### src/rtl/keypad_code_entry.sv
// -----------------------------------------------------------------------------
// keypad_code_entry
//
// Front-panel keypad front end for the vending machine. Each raw key is
// synchronised, debounced and edge-detected; the resulting one-cycle press
// events drive a small FSM that collects a two-digit product code and reports
// it as a one-cycle code_valid (code in range) or code_err (bad or short code).
//
// Optional feature (compile-time macro KEYPAD_TIMEOUT_EN):
//   When defined, an inactivity counter runs while a code is partially entered.
//   If it reaches TIMEOUT_CYCLES, the entry is discarded and timeout pulses.
//   When undefined, timeout is tied low and a partial entry is held forever.
//
// Ports:
//   clk         in   1  system clock
//   rst         in   1  asynchronous, active-high reset
//   btn_dig     in   4  raw digit keys, bit i = digit i, active-high, bouncy
//   btn_ok      in   1  raw confirm key
//   btn_clr     in   1  raw clear key
//   num1        out  2  first digit entered (0 when none)
//   num2        out  2  second digit entered (0 when none)
//   n_digits    out  2  number of digits held (0..2)
//   entering    out  1  high while n_digits != 0
//   code        out  4  last accepted code {num1,num2}
//   code_valid  out  1  one-cycle pulse: code accepted and <= MAX_CODE
//   code_err    out  1  one-cycle pulse: short confirm or code > MAX_CODE
//   timeout     out  1  one-cycle pulse on entry timeout
// -----------------------------------------------------------------------------
module keypad_code_entry #(
  parameter int         DEB_CYCLES     = 16,
  parameter logic [3:0] MAX_CODE       = 4'd9,
  parameter int         TIMEOUT_CYCLES = 1000
) (
  input  logic       clk,
  input  logic       rst,
  input  logic [3:0] btn_dig,
  input  logic       btn_ok,
  input  logic       btn_clr,
  output logic [1:0] num1,
  output logic [1:0] num2,
  output logic [1:0] n_digits,
  output logic       entering,
  output logic [3:0] code,
  output logic       code_valid,
  output logic       code_err,
  output logic       timeout
);

  localparam int             DEB_W    = (DEB_CYCLES > 2) ? $clog2(DEB_CYCLES) : 1;
  localparam logic [DEB_W-1:0] DEB_LAST = DEB_W'(DEB_CYCLES - 1);

  // Key order: [3:0] digits, [4] ok, [5] clear.
  logic [5:0] raw_keys;
  logic [5:0] key_event;

  assign raw_keys = {btn_clr, btn_ok, btn_dig};

  // ---------------------------------------------------------------------------
  // Per-key input path: 2-FF synchroniser -> debounce counter -> rising edge.
  // The counter only accumulates while the synchronised level disagrees with
  // the debounced level, so any bounce back to the old level restarts it.
  // ---------------------------------------------------------------------------
  genvar gi;
  generate
    for (gi = 0; gi < 6; gi++) begin : g_key
      logic             sync1_reg;
      logic             sync2_reg;
      logic             deb_reg;
      logic             deb_d_reg;
      logic [DEB_W-1:0] cnt_reg;

      always_ff @(posedge clk or posedge rst) begin
        if (rst) begin
          sync1_reg <= 1'b0;
          sync2_reg <= 1'b0;
          deb_reg   <= 1'b0;
          deb_d_reg <= 1'b0;
          cnt_reg   <= '0;
        end else begin
          sync1_reg <= raw_keys[gi];
          sync2_reg <= sync1_reg;
          deb_d_reg <= deb_reg;
          if (sync2_reg == deb_reg) begin
            cnt_reg <= '0;
          end else if (cnt_reg == DEB_LAST) begin
            deb_reg <= sync2_reg;
            cnt_reg <= '0;
          end else begin
            cnt_reg <= cnt_reg + 1'b1;
          end
        end
      end

      // Press event only; releases and held keys produce nothing.
      assign key_event[gi] = deb_reg & ~deb_d_reg;
    end
  endgenerate

  // ---------------------------------------------------------------------------
  // Event decode
  // ---------------------------------------------------------------------------
  logic [3:0] dig_ev;
  logic       ok_ev;
  logic       clr_ev;
  logic       dig_single;
  logic [1:0] dig_val;

  assign dig_ev = key_event[3:0];
  assign ok_ev  = key_event[4];
  assign clr_ev = key_event[5];

  // Exactly one digit key this cycle; simultaneous digits are ambiguous and dropped.
  assign dig_single = (dig_ev != 4'd0) && ((dig_ev & (dig_ev - 4'd1)) == 4'd0);

  always_comb begin
    dig_val = 2'd0;
    for (int i = 0; i < 4; i++) begin
      if (dig_ev[i]) dig_val = 2'(i);
    end
  end

  // ---------------------------------------------------------------------------
  // Entry FSM
  // ---------------------------------------------------------------------------
  typedef enum logic [1:0] {
    S_IDLE = 2'd0,
    S_ONE  = 2'd1,
    S_TWO  = 2'd2
  } state_t;

  state_t     state_reg, state_next;
  logic [1:0] num1_reg, num1_next;
  logic [1:0] num2_reg, num2_next;
  logic [1:0] n_digits_reg, n_digits_next;
  logic       entering_reg, entering_next;
  logic [3:0] code_reg, code_next;
  logic       code_valid_reg, code_valid_next;
  logic       code_err_reg, code_err_next;
  logic [3:0] code_cand;

  assign code_cand = {num1_reg, num2_reg};

`ifdef KEYPAD_TIMEOUT_EN
  localparam int TMR_W = $clog2(TIMEOUT_CYCLES + 1);

  logic [TMR_W-1:0] tmr_reg, tmr_next;
  logic             timeout_reg, timeout_next;
  logic             accepted;

  // Events the FSM acts on; a digit arriving in TWO is ignored and so does
  // not count as activity.
  assign accepted = clr_ev | ok_ev | (dig_single & (state_reg != S_TWO));
`endif

  always_comb begin
    state_next      = state_reg;
    num1_next       = num1_reg;
    num2_next       = num2_reg;
    n_digits_next   = n_digits_reg;
    code_next       = code_reg;
    code_valid_next = 1'b0;
    code_err_next   = 1'b0;

    unique case (state_reg)
      S_IDLE: begin
        if (clr_ev) begin
          // nothing held, nothing to clear
        end else if (ok_ev) begin
          code_err_next = 1'b1;
        end else if (dig_single) begin
          num1_next     = dig_val;
          n_digits_next = 2'd1;
          state_next    = S_ONE;
        end
      end

      S_ONE: begin
        if (clr_ev) begin
          num1_next     = 2'd0;
          num2_next     = 2'd0;
          n_digits_next = 2'd0;
          state_next    = S_IDLE;
        end else if (ok_ev) begin
          code_err_next = 1'b1;
          num1_next     = 2'd0;
          num2_next     = 2'd0;
          n_digits_next = 2'd0;
          state_next    = S_IDLE;
        end else if (dig_single) begin
          num2_next     = dig_val;
          n_digits_next = 2'd2;
          state_next    = S_TWO;
        end
      end

      S_TWO: begin
        if (clr_ev) begin
          num1_next     = 2'd0;
          num2_next     = 2'd0;
          n_digits_next = 2'd0;
          state_next    = S_IDLE;
        end else if (ok_ev) begin
          if (code_cand <= MAX_CODE) begin
            code_valid_next = 1'b1;
            code_next       = code_cand;
          end else begin
            code_err_next = 1'b1;
          end
          num1_next     = 2'd0;
          num2_next     = 2'd0;
          n_digits_next = 2'd0;
          state_next    = S_IDLE;
        end
      end

      default: begin
        state_next    = S_IDLE;
        num1_next     = 2'd0;
        num2_next     = 2'd0;
        n_digits_next = 2'd0;
      end
    endcase

`ifdef KEYPAD_TIMEOUT_EN
    // An event in the expiry cycle wins: the counter restarts and no timeout.
    timeout_next = 1'b0;
    tmr_next     = tmr_reg;
    if ((state_reg == S_IDLE) || accepted) begin
      tmr_next = '0;
    end else if (tmr_reg == TMR_W'(TIMEOUT_CYCLES)) begin
      tmr_next      = '0;
      timeout_next  = 1'b1;
      num1_next     = 2'd0;
      num2_next     = 2'd0;
      n_digits_next = 2'd0;
      state_next    = S_IDLE;
    end else begin
      tmr_next = tmr_reg + 1'b1;
    end
`endif

    entering_next = (n_digits_next != 2'd0);
  end

  always_ff @(posedge clk or posedge rst) begin
    if (rst) begin
      state_reg      <= S_IDLE;
      num1_reg       <= 2'd0;
      num2_reg       <= 2'd0;
      n_digits_reg   <= 2'd0;
      entering_reg   <= 1'b0;
      code_reg       <= 4'd0;
      code_valid_reg <= 1'b0;
      code_err_reg   <= 1'b0;
    end else begin
      state_reg      <= state_next;
      num1_reg       <= num1_next;
      num2_reg       <= num2_next;
      n_digits_reg   <= n_digits_next;
      entering_reg   <= entering_next;
      code_reg       <= code_next;
      code_valid_reg <= code_valid_next;
      code_err_reg   <= code_err_next;
    end
  end

`ifdef KEYPAD_TIMEOUT_EN
  always_ff @(posedge clk or posedge rst) begin
    if (rst) begin
      tmr_reg     <= '0;
      timeout_reg <= 1'b0;
    end else begin
      tmr_reg     <= tmr_next;
      timeout_reg <= timeout_next;
    end
  end

  assign timeout = timeout_reg;
`else
  assign timeout = 1'b0;
`endif

  assign num1       = num1_reg;
  assign num2       = num2_reg;
  assign n_digits   = n_digits_reg;
  assign entering   = entering_reg;
  assign code       = code_reg;
  assign code_valid = code_valid_reg;
  assign code_err   = code_err_reg;

endmodule

### config.mk
export PLATFORM = sky130hd
export DESIGN_NAME = keypad_code_entry
export DESIGN_NICKNAME = d
export VERILOG_FILES = /design/src/rtl/keypad_code_entry.sv
export SDC_FILE = /design/constraint.sdc
export NUM_CORES = 1
export LEC_CHECK = 0
export BUFFER_PORTS_ARGS = -buffer_cell sky130_fd_sc_hd__buf_2
export CAP_MARGIN = 20
export CORE_ASPECT_RATIO = 1.5
export CORE_MARGIN = 2
export CORE_UTILIZATION = 55
export CTS_BUF_LIST = sky130_fd_sc_hd__clkbuf_8 sky130_fd_sc_hd__clkbuf_16
export CTS_CLUSTER_SIZE = 12
export DETAILED_ROUTE_END_ITERATION = 8
export MAX_ROUTING_LAYER = met4
export PLACE_DENSITY = 0.79
export SYNTH_ARGS = -nofsm -noshare
export SYNTH_HDL_FRONTEND = slang
export SYNTH_SLANG_ARGS = --single-unit
### constraint.sdc
create_clock -name clk -period 3.25 [get_ports clk]
set_clock_uncertainty 0.15 [all_clocks]
set_input_delay 0.4875 -clock clk [delete_from_list [all_inputs] [get_ports clk]]
set_output_delay 0.4875 -clock clk [all_outputs]
set_load 0.005 [all_outputs]
==> Word level (Yosys, flattened, before mapping) <==
Cells that the tools add are included.
{ "classes": {"addsub": 7, "magnitude_cmp": 1, "n_eq_ne": 20, "muxes": 50, "bitwise": 21, "n_reduce_logical": 17} }
{ "op_table": {"columns": ["cell", "count"], "rows": [
  ["4-bit two-way mux", 12],
  ["2-bit two-way mux", 23],
  ["4-bit by 1-bit adder with 4-bit output, second input constant", 6],
  ["4-bit equality test, second input constant", 6],
  ["2-bit one-hot mux with 3 select lines", 3],
  ["1-bit inverter", 14],
  ["2-bit AND reduction", 6],
  ["1-bit two-way mux", 10],
  ["4-bit AND reduction", 2],
  ["1-bit bitwise AND", 6],
  ["1-bit equality test", 6],
  ["2-bit != test, second input constant", 3],
  ["5-bit AND reduction", 1],
  ["4-bit bitwise AND", 1],
  ["4-bit <= comparator, second input constant", 1],
  ["4-bit logical NOT", 1],
  ["4-bit != test, second input constant", 1],
  ["2-bit one-hot mux with 2 select lines", 1],
  ["4-bit nonzero test", 1],
  ["2-bit OR reduction", 2],
  ["4-bit by 1-bit subtractor with 4-bit output, second input constant", 1],
  ["3-bit by 1-bit != test with 1-bit output, second input constant", 1],
  ["3-bit != test, second input constant", 1],
  ["3-bit AND reduction", 1],
  ["other kinds (6)", 6]
]} }
{ "word_totals": {"reg_bits": 63, "inputBits": 8, "out_inout_bits": 14, "elab_cells": 154} }

==> Longest topological paths before layout <==
Gate-level depths: netlist of the first run.
{ "logic_depth": {"ltp_word": 11, "ltp_mapped": 8, "mapped_depth_nobuf": 7} }

==> Worst setup path before layout of the first run <==
Ideal clock, no wire load.
{ "synth_path": {"kind": "reg2reg", "from": "register g_key[2].deb_reg", "to": "register entering_reg (netlist: entering)", "setup_time_ns": 0.133, "arrival_ns": 1.532, "required_ns": 2.967, "setup_slack_ns": 1.435, "path_stages_with_launch": 6, "n_path_buf": 0, "period_less_slack_ns": 1.815, "cell_sequence": "dfrtp_1 nor2b_4 or4_4 o211a_2 o211ai_2 o221ai_2"} }
{ "synth_via": {"elab_chain_cells": 10, "elab_cells_between_ends": 14, "cone_classes": "add/sub: 1; mux: 7; bitwise: 2; reduce/logical: 4"} }
{ "synth_rtl": {"columns": ["item", "line_no", "rtl"], "rows": [
  ["start, declared", "68", "logic deb_reg;"],
  ["start signal, assigned", "86", "deb_reg <= sync2_reg;"],
  ["1-bit bitwise AND *", "95", "assign key_event[gi] = deb_reg & ~deb_d_reg;"],
  ["4-bit by 1-bit subtractor with 4-bit output", "113", "assign dig_single = (dig_ev != 4'd0) && ((dig_ev & (dig_ev - 4'd1)) == 4'd0);"],
  ["4-bit bitwise AND", "113", null],
  ["4-bit logical NOT", "113", null],
  ["1-bit logical AND *", "113", null],
  ["2-bit two-way mux, on equally long branches", "189, 170", null],
  ["2-bit two-way mux, on equally long branches", "183, 168", null],
  ["2-bit two-way mux, on equally long branches", "178, 166", null],
  ["2-bit one-hot mux with 3 select lines *", "164", "unique case (state_reg)"],
  ["2-bit nonzero test *", "242", "entering_next = (n_digits_next != 2'd0);"],
  ["via entering_next", "135", "logic entering_reg, entering_next;"],
  ["end signal, assigned", "260", "entering_reg <= entering_next;"],
  ["end, declared", "135", null]
]} }
Mark *: on every way through the listed nets, which the timed path passes. The rest lies on a longest branch.
A chain may end at the register's enable or synchronous reset.

==> Worst setup path in the final report of the first run <==
{ "layout_path": {"from": "register state_reg[0]", "to": "register num2_reg[1] (netlist: num2[1])"} }
{ "layout_via": {"elab_chain_cells": 3, "elab_cells_between_ends": 8, "cone_classes": "eq/ne: 4; mux: 1; bitwise: 1; reduce/logical: 2"} }
{ "layout_rtl": {"columns": ["item", "line_no", "rtl"], "rows": [
  ["start, declared", "131", "state_t state_reg, state_next;"],
  ["start signal, assigned", "256", "state_reg <= state_next;"],
  ["2-bit by 1-bit equality test with 1-bit output (tied with other cells)", "164", null],
  ["4-bit != test (no source line) (tied with other cells)", null, null],
  ["3-bit AND reduction (no source line)", null, null],
  ["end signal, assigned", "258", "num2_reg <= num2_next;"],
  ["end, declared", "133", "logic [1:0] num2_reg, num2_next;"]
]} }
Several ways; a longest one is shown, not always the timed one.

==> metrics.txt, run 1 <==
first-pass GRT wire length between 7000 and 8000 um; Fin. Hold Viols 0; Synth Flop Type dfrtp_1; initial core utilization 0.5681; cell with the most instances after synthesis dfrtp_1; crit end category flop; area of the core around 4800 um^2; CTS Buf Count 9; max-slew violations 0; Clk Latency, worst-skew pair between 300 and 400 ps; post-DP HPWL 3155 um; die span in x 61.32 um; highest clock rate 0.4998 GHz; CTS sink count 63; CP Data Arrival Time 2080 ps; max reg flops 24; H-Tree Depth 3; number of enable flip-flop cells after synthesis 0; Worst Tran Pin Value 667.9 ps; DRC violations left 0; Synth area leaders dfrtp_1, ha_1, xnor2_1; r2r setup slk 1250 ps; class of the worst hold path in2async; Top Ports 22; Routed Antenna Nets 0; CP Launch Type flop; final net count 260; Hold WS between 90 and 100 ps; post-cts resize count 0; Starting DRT DRC Count 90; Ys Warns 0; average wire per standard cell between 10 and 15 um; Required @ worst endpoint 3330 ps; syn_area_per_cell around 13 um^2; total global-route track usage 0.1998; fin crit period 2001 ps; crit-path max FO 9; Synth top area share 0.5817; Power Density about 560 nW/um^2; Net Sw Frac 0.2136; CTS clk-pin slew, worst paths 70 ps; Synth Net Count 229; Pwr Total approximately 1.8 mW; # hold bufs at CTS 0; initial antenna violation count 0; commonest cells in the netlist dfrtp_1, xnor2_1, inv_1; status complete, no violations; die area 5517 um^2; type of the worst setup path reg2reg; Internal 1.388 mW; max_cap viols 0; # setup viols final 0; share of cells above drive strength 1 0.2470; number of iterations in the first detailed-routing pass 5; RSZ-0062 raised after global routing false; Root Buffer clkbuf_8; Yosys reg bits 63; synthesized instance count 211; pin count of the biggest net entering global routing 33; Max IR drop VDD 0.0004056 V; Sequential Power Share 0.476; sequential share of the synthesized area 0.5817; Area growth syn-to-layout 15.79%; final core occ 0.6578; Async S/R FF share, synth 1.000; Setup TNS 0 ps; NetSw 0.3769 mW; Clock Tree Buf Depth 2; largest area contributor in the netlist dfrtp_1; number of I/O port buffers 20; Synth Cell Area around 2700 um^2; DR vias roughly 1700; Clk pwr share 0.465; Synth cell types 47; CTS tree yes; P_leak 1.507 nW; vias in the first global route 1699; Post-Route WL 4512 um; row cnt 31; ant diodes 0; max_slew headroom 0.5541; Post-CTS Setup Inserts 0; Die Span Y about 90 um; Logic pwr share 0.059; placer's final routability congestion estimate just over 0.9; vias per cell ~5.6; post-route clock period utilization 0.6156; global route overflow 0
-- cell type report --
class / instances / area, um^2
Multi-Input combinational cell: 135 / 1077
Tap cell: 66 / 82.58
Clock buffer: 10 / 137.6
Clock inverter: 6 / 107.6
Fill cell: 365 / 1633
Sequential cell: 63 / 1577
Inverter: 11 / 41.29
Timing Repair Buffer: 22 / 115.1
-- worst max-delay path, cell delays in order, from the launching register on --
cell and delay, ps:
dfrtp_1 420, inv_1 90, ha_1 380, nor4_1 160
or3_4 440, a32o_1 250
-- final timing paths --
| path | from | to | cells past startpoint |
|---|---|---|---|
| worst max-delay path | state_reg[0]$_DFFE_PP0P_ | num2[1]$_DFFE_PP0P_ | 5 |
| worst min-delay path | rst | g_key[3].cnt_reg[0]$_DFF_PP0_ | 2 |
| worst max register to register | state_reg[0]$_DFFE_PP0P_ | num2[1]$_DFFE_PP0P_ | 5 |
| worst min register to register | g_key[0].sync1_reg$_DFF_PP0_ | g_key[0].sync2_reg$_DFF_PP0_ | 0 |
| max in group asynchronous | rst | g_key[3].deb_d_reg$_DFF_PP0_ | 3 |
| min in group clk | btn_dig[1] | g_key[1].sync1_reg$_DFF_PP0_ | 1 |
-- stage by stage --
stage                     cell area [um^2]  setup slack (ps)  cells
after floorplan                       2710              1043    211
after global placement                2893              1336    297
after detailed placement              2893              1282    297
after CTS                             3138              1263    313
after global routing                  3138              1157    313
final                                 3138              1249    313
-- power groups by stage --
| stage | Combinational [mW] | Clock, mW | Sequential (mW) |
|---|---|---|---|
| after floorplan | 0.0792 | 0 | 0.849 |
| after global placement | 0.102 | 0 | 0.852 |
| after detailed placement | 0.104 | 0 | 0.854 |
| after CTS | 0.105 | 0.839 | 0.840 |
| after global routing | 0.119 | 0.885 | 0.844 |
| final | 0.104 | 0.820 | 0.840 |
-- per-layer routing --
| metal | share of wire | global-route usage | vias up |
|---|---|---|---|
| met5 | 0 | - | - |
| met4 | 0.026 | 0.09058 | 0 |
| met3 | 0.035 | 0.07338 | 16 |
| met2 | 0.52 | 0.3032 | 44 |
| met1 | 0.42 | 0.2308 | 856 |
| li1 | - | - | 829 |
-- cells in the final DEF (no fill, tap or decap), types with 3 or more instances in the layout --
| cell | synthesis | routed |
|---|---|---|
| nand2b_1 | 6 | 6 |
| nand3_1 | 7 | 7 |
| nand2_1 | 5 | 5 |
| dfrtp_1 | 63 | 63 |
| nor2b_1 | 7 | 7 |
| xnor2_1 | 14 | 14 |
| nor2_1 | 8 | 8 |
| o21ai_0 | 4 | 4 |
| a311oi_1 | 7 | 7 |
| bufinv_16 | 0 | 3 |
| mux2_2 | 9 | 9 |
| a21o_1 | 4 | 4 |
| inv_1 | 11 | 10 |
| buf_2 | 0 | 20 |
| clkbuf_8 | 0 | 10 |
| a21oi_1 | 10 | 10 |
| nand4b_1 | 3 | 3 |
| ha_1 | 10 | 10 |
| a31oi_1 | 3 | 3 |
-- cells by family (layout without fill, tap and decap cells) --
family / count (synthesis) / after routing / share of synthesized area
buffers and inverters: 13 / 49 / 0.02077
muxes: 10 / 10 / 0.04109
AOI/OAI and AO/OA: 47 / 47 / 0.1348
xor gates and xnor gates: 14 / 14 / 0.04525
DFF: 63 / 63 / 0.5817
adders and majority gates: 10 / 10 / 0.04617
and+or+nand+nor: 53 / 53 / 0.1288
other: 1 / 1 / 0.001384
(Power assumes the default switching activity.)
==> inputs of run 2 (changes only) <==
clock period = 1.9 ns   (was 3.25 ns; I/O delays follow)
==> run 2 against run 1 <==
  * Combinational power is 89% higher
  * Largest power group unchanged
  * Final cell count is 4.8% higher
  * Critical endpoint is now state_reg[1]$_DFFE_PP0P_
  * Highest routed layer unchanged
  * Die area stayed put
  * Maximum frequency is 8.4% higher
  * Wire length is 2.7% higher
==> metrics.txt, run 2 (same netlist as run 1, synthesis figures left out) <==
final net count 275 (+5.8%); Hold Path Stages 0; most frequent cells in the layout dfrtp_1, buf_2, xnor2_1, inv_1; vias per cell 5.509 (-1.2%); share of cells above drive strength 1 0.2672 (+0.02021); post-DP HPWL 3148 um (-0.22%); Clk pwr share 0.404 (-0.061); Setup TNS 0 ps (unchanged); CP Data Arrival Time 1920 ps (-160 ps); placer's final routability congestion estimate 0.9110 (-0.75%); max reg flops 24 (unchanged); DR vias 1807 (+3.6%); Routed Antenna Nets 0 (unchanged); max_cap viols 0 (unchanged); highest metal used met4; highest clock rate 0.5417 GHz (+8.4%); CTS tree yes; type of the worst setup path reg2reg; met2 routed WL 2452 um (+4.1%); Met1 Wirelength 1902 um (+1.1%); Post-Route WL 4633 um (+2.7%); Power Density 844.2 nW/um^2 (+50%); CTS sink count 63 (unchanged); H-Tree Depth 3 (unchanged); Fin. Hold Viols 0 (unchanged); total global-route track usage 0.2024 (+0.002537); R2R cell count 5 (unchanged); DRC violations left 0 (unchanged); P_leak 1.560 nW (+3.5%); Pwr Total 2.743 mW (+55%); Top Ports 22 (unchanged); initial core utilization 0.5681 (unchanged); Max IR drop VDD 0.0005875 V (+45%); row cnt 31 (unchanged); Starting DRT DRC Count 79 (-12%); Root Buffer clkbuf_8; dpl ws 56.81 ps (-1225 ps); # setup viols final 0 (unchanged); first-pass GRT wire length 8031 um (+2.8%); die span in x 61.32 um (unchanged); Logic pwr share 0.072 (+0.013); NetSw 0.6317 mW (+68%); CTS clk-pin slew, worst paths 60 ps (about the same); Hold WS 198.5 ps (+103.6 ps); RSZ-0062 raised after global routing false; Post-CTS Setup Inserts 0 (unchanged); fin crit period 1846 ps (-154.9 ps); Fillers 356 (-2.5%); status complete, no violations; area of the core 4771 um^2 (unchanged); final core occ 0.6811 (+0.02334); most common cell after layout, fill and taps aside dfrtp_1; CP Launch Type flop; average wire per standard cell 14.13 um (-2.0%); class of the worst hold path reg2reg; Sequential Power Share 0.524 (+0.048); die area 5517 um^2 (unchanged); global route overflow 0 (unchanged); Clk Latency, worst-skew pair 330 ps (about the same); crit end category flop; number of iterations in the first detailed-routing pass 4 (-1); WL met3 140 um (-11%); final setup margin 54.07 ps (-1195 ps); Internal 2.111 mW (+52%); crit-path max FO 5 (-4); Die Span Y 89.97 um (unchanged); Net Sw Frac 0.2303 (+0.01671); Clock Tree Buf Depth 2 (unchanged); Area growth syn-to-layout 19.90%; post-route clock period utilization 0.9715 (+0.3559); ant diodes 0 (unchanged); initial antenna violation count 0 (unchanged); number of I/O port buffers 20 (unchanged); CTS Buf Count 9 (unchanged); pin count of the biggest net entering global routing 64 (+94%); max-slew violations 0 (unchanged); vias in the first global route 1809 (+6.5%); Required @ worst endpoint 1970 ps (-1360 ps)
-- run 2: metrics by stage --
step                      area (um^2)  std cells
after global routing             3249        328
after floorplan                  2714        211
after global placement           2969        305
after detailed placement         2969        305
final                            3249        328
after CTS                        3229        328
-- run 2: worst paths after layout --
| path | start | to | slack, ps |
|---|---|---|---|
| min reg2reg | g_key[2].sync1_reg$_DFF_PP0_ | g_key[2].sync2_reg$_DFF_PP0_ | 200 |
| max in group asynchronous | rst | entering$_DFF_PP0_ | 910 |
| min in group asynchronous | rst | g_key[0].cnt_reg[3]$_DFF_PP0_ | 440 |
| max | g_key[0].deb_reg$_DFFE_PP0P_ | state_reg[1]$_DFFE_PP0P_ | 50 |
| min | g_key[2].sync1_reg$_DFF_PP0_ | g_key[2].sync2_reg$_DFF_PP0_ | 200 |
| max reg2reg | g_key[0].deb_reg$_DFFE_PP0P_ | state_reg[1]$_DFFE_PP0P_ | 50 |
-- run 2: layer usage --
| metal | vias to the layer above | GRT usage |
|---|---|---|
| met1 | 905 | 0.2404 |
| met3 | 11 | 0.05612 |
| li1 | 855 | - |
| met2 | 36 | 0.3121 |
| met5 | - | - |
| met4 | 0 | 0.09239 |
-- run 2: power by group through the flow --
| stage | clock network [mW] | logic [mW] | registers, mW |
|---|---|---|---|
| after floorplan | 0 | 0.136 | 1.45 |
| after global placement | 0 | 0.182 | 1.46 |
| after detailed placement | 0 | 0.186 | 1.46 |
| after CTS | 1.14 | 0.199 | 1.44 |
| after global routing | 1.20 | 0.227 | 1.44 |
| final | 1.11 | 0.197 | 1.44 |
-- run 2: what timing repair did --
item                                   4_1_cts  5_1_grt
endpoints found under the hold margin       69        0
gates resized for setup                      0        4
hold buffers                                 7        0
setup endpoints to repair                    0        4
-- run 2: worst max-delay path: stages (launching register included) --
cell and delay, ps:
dfrtp_1 380, and2b_4 190, or4_4 520, o211ai_4 140, a21oi_2 110, a22o_1 240
-- run 2: final cells by class --
type | count | area (um^2) | share of cell area
sequential | 63 | 1577 | 0.4852
clock inverter | 6 | 52.55 | 0.01617
clock buffer | 10 | 137.6 | 0.04236
inverter | 11 | 45.04 | 0.01386
multi-input combinational | 135 | 1097 | 0.3377
tap | 66 | 82.58 | 0.02541
timing repair buffer | 37 | 257.7 | 0.07932
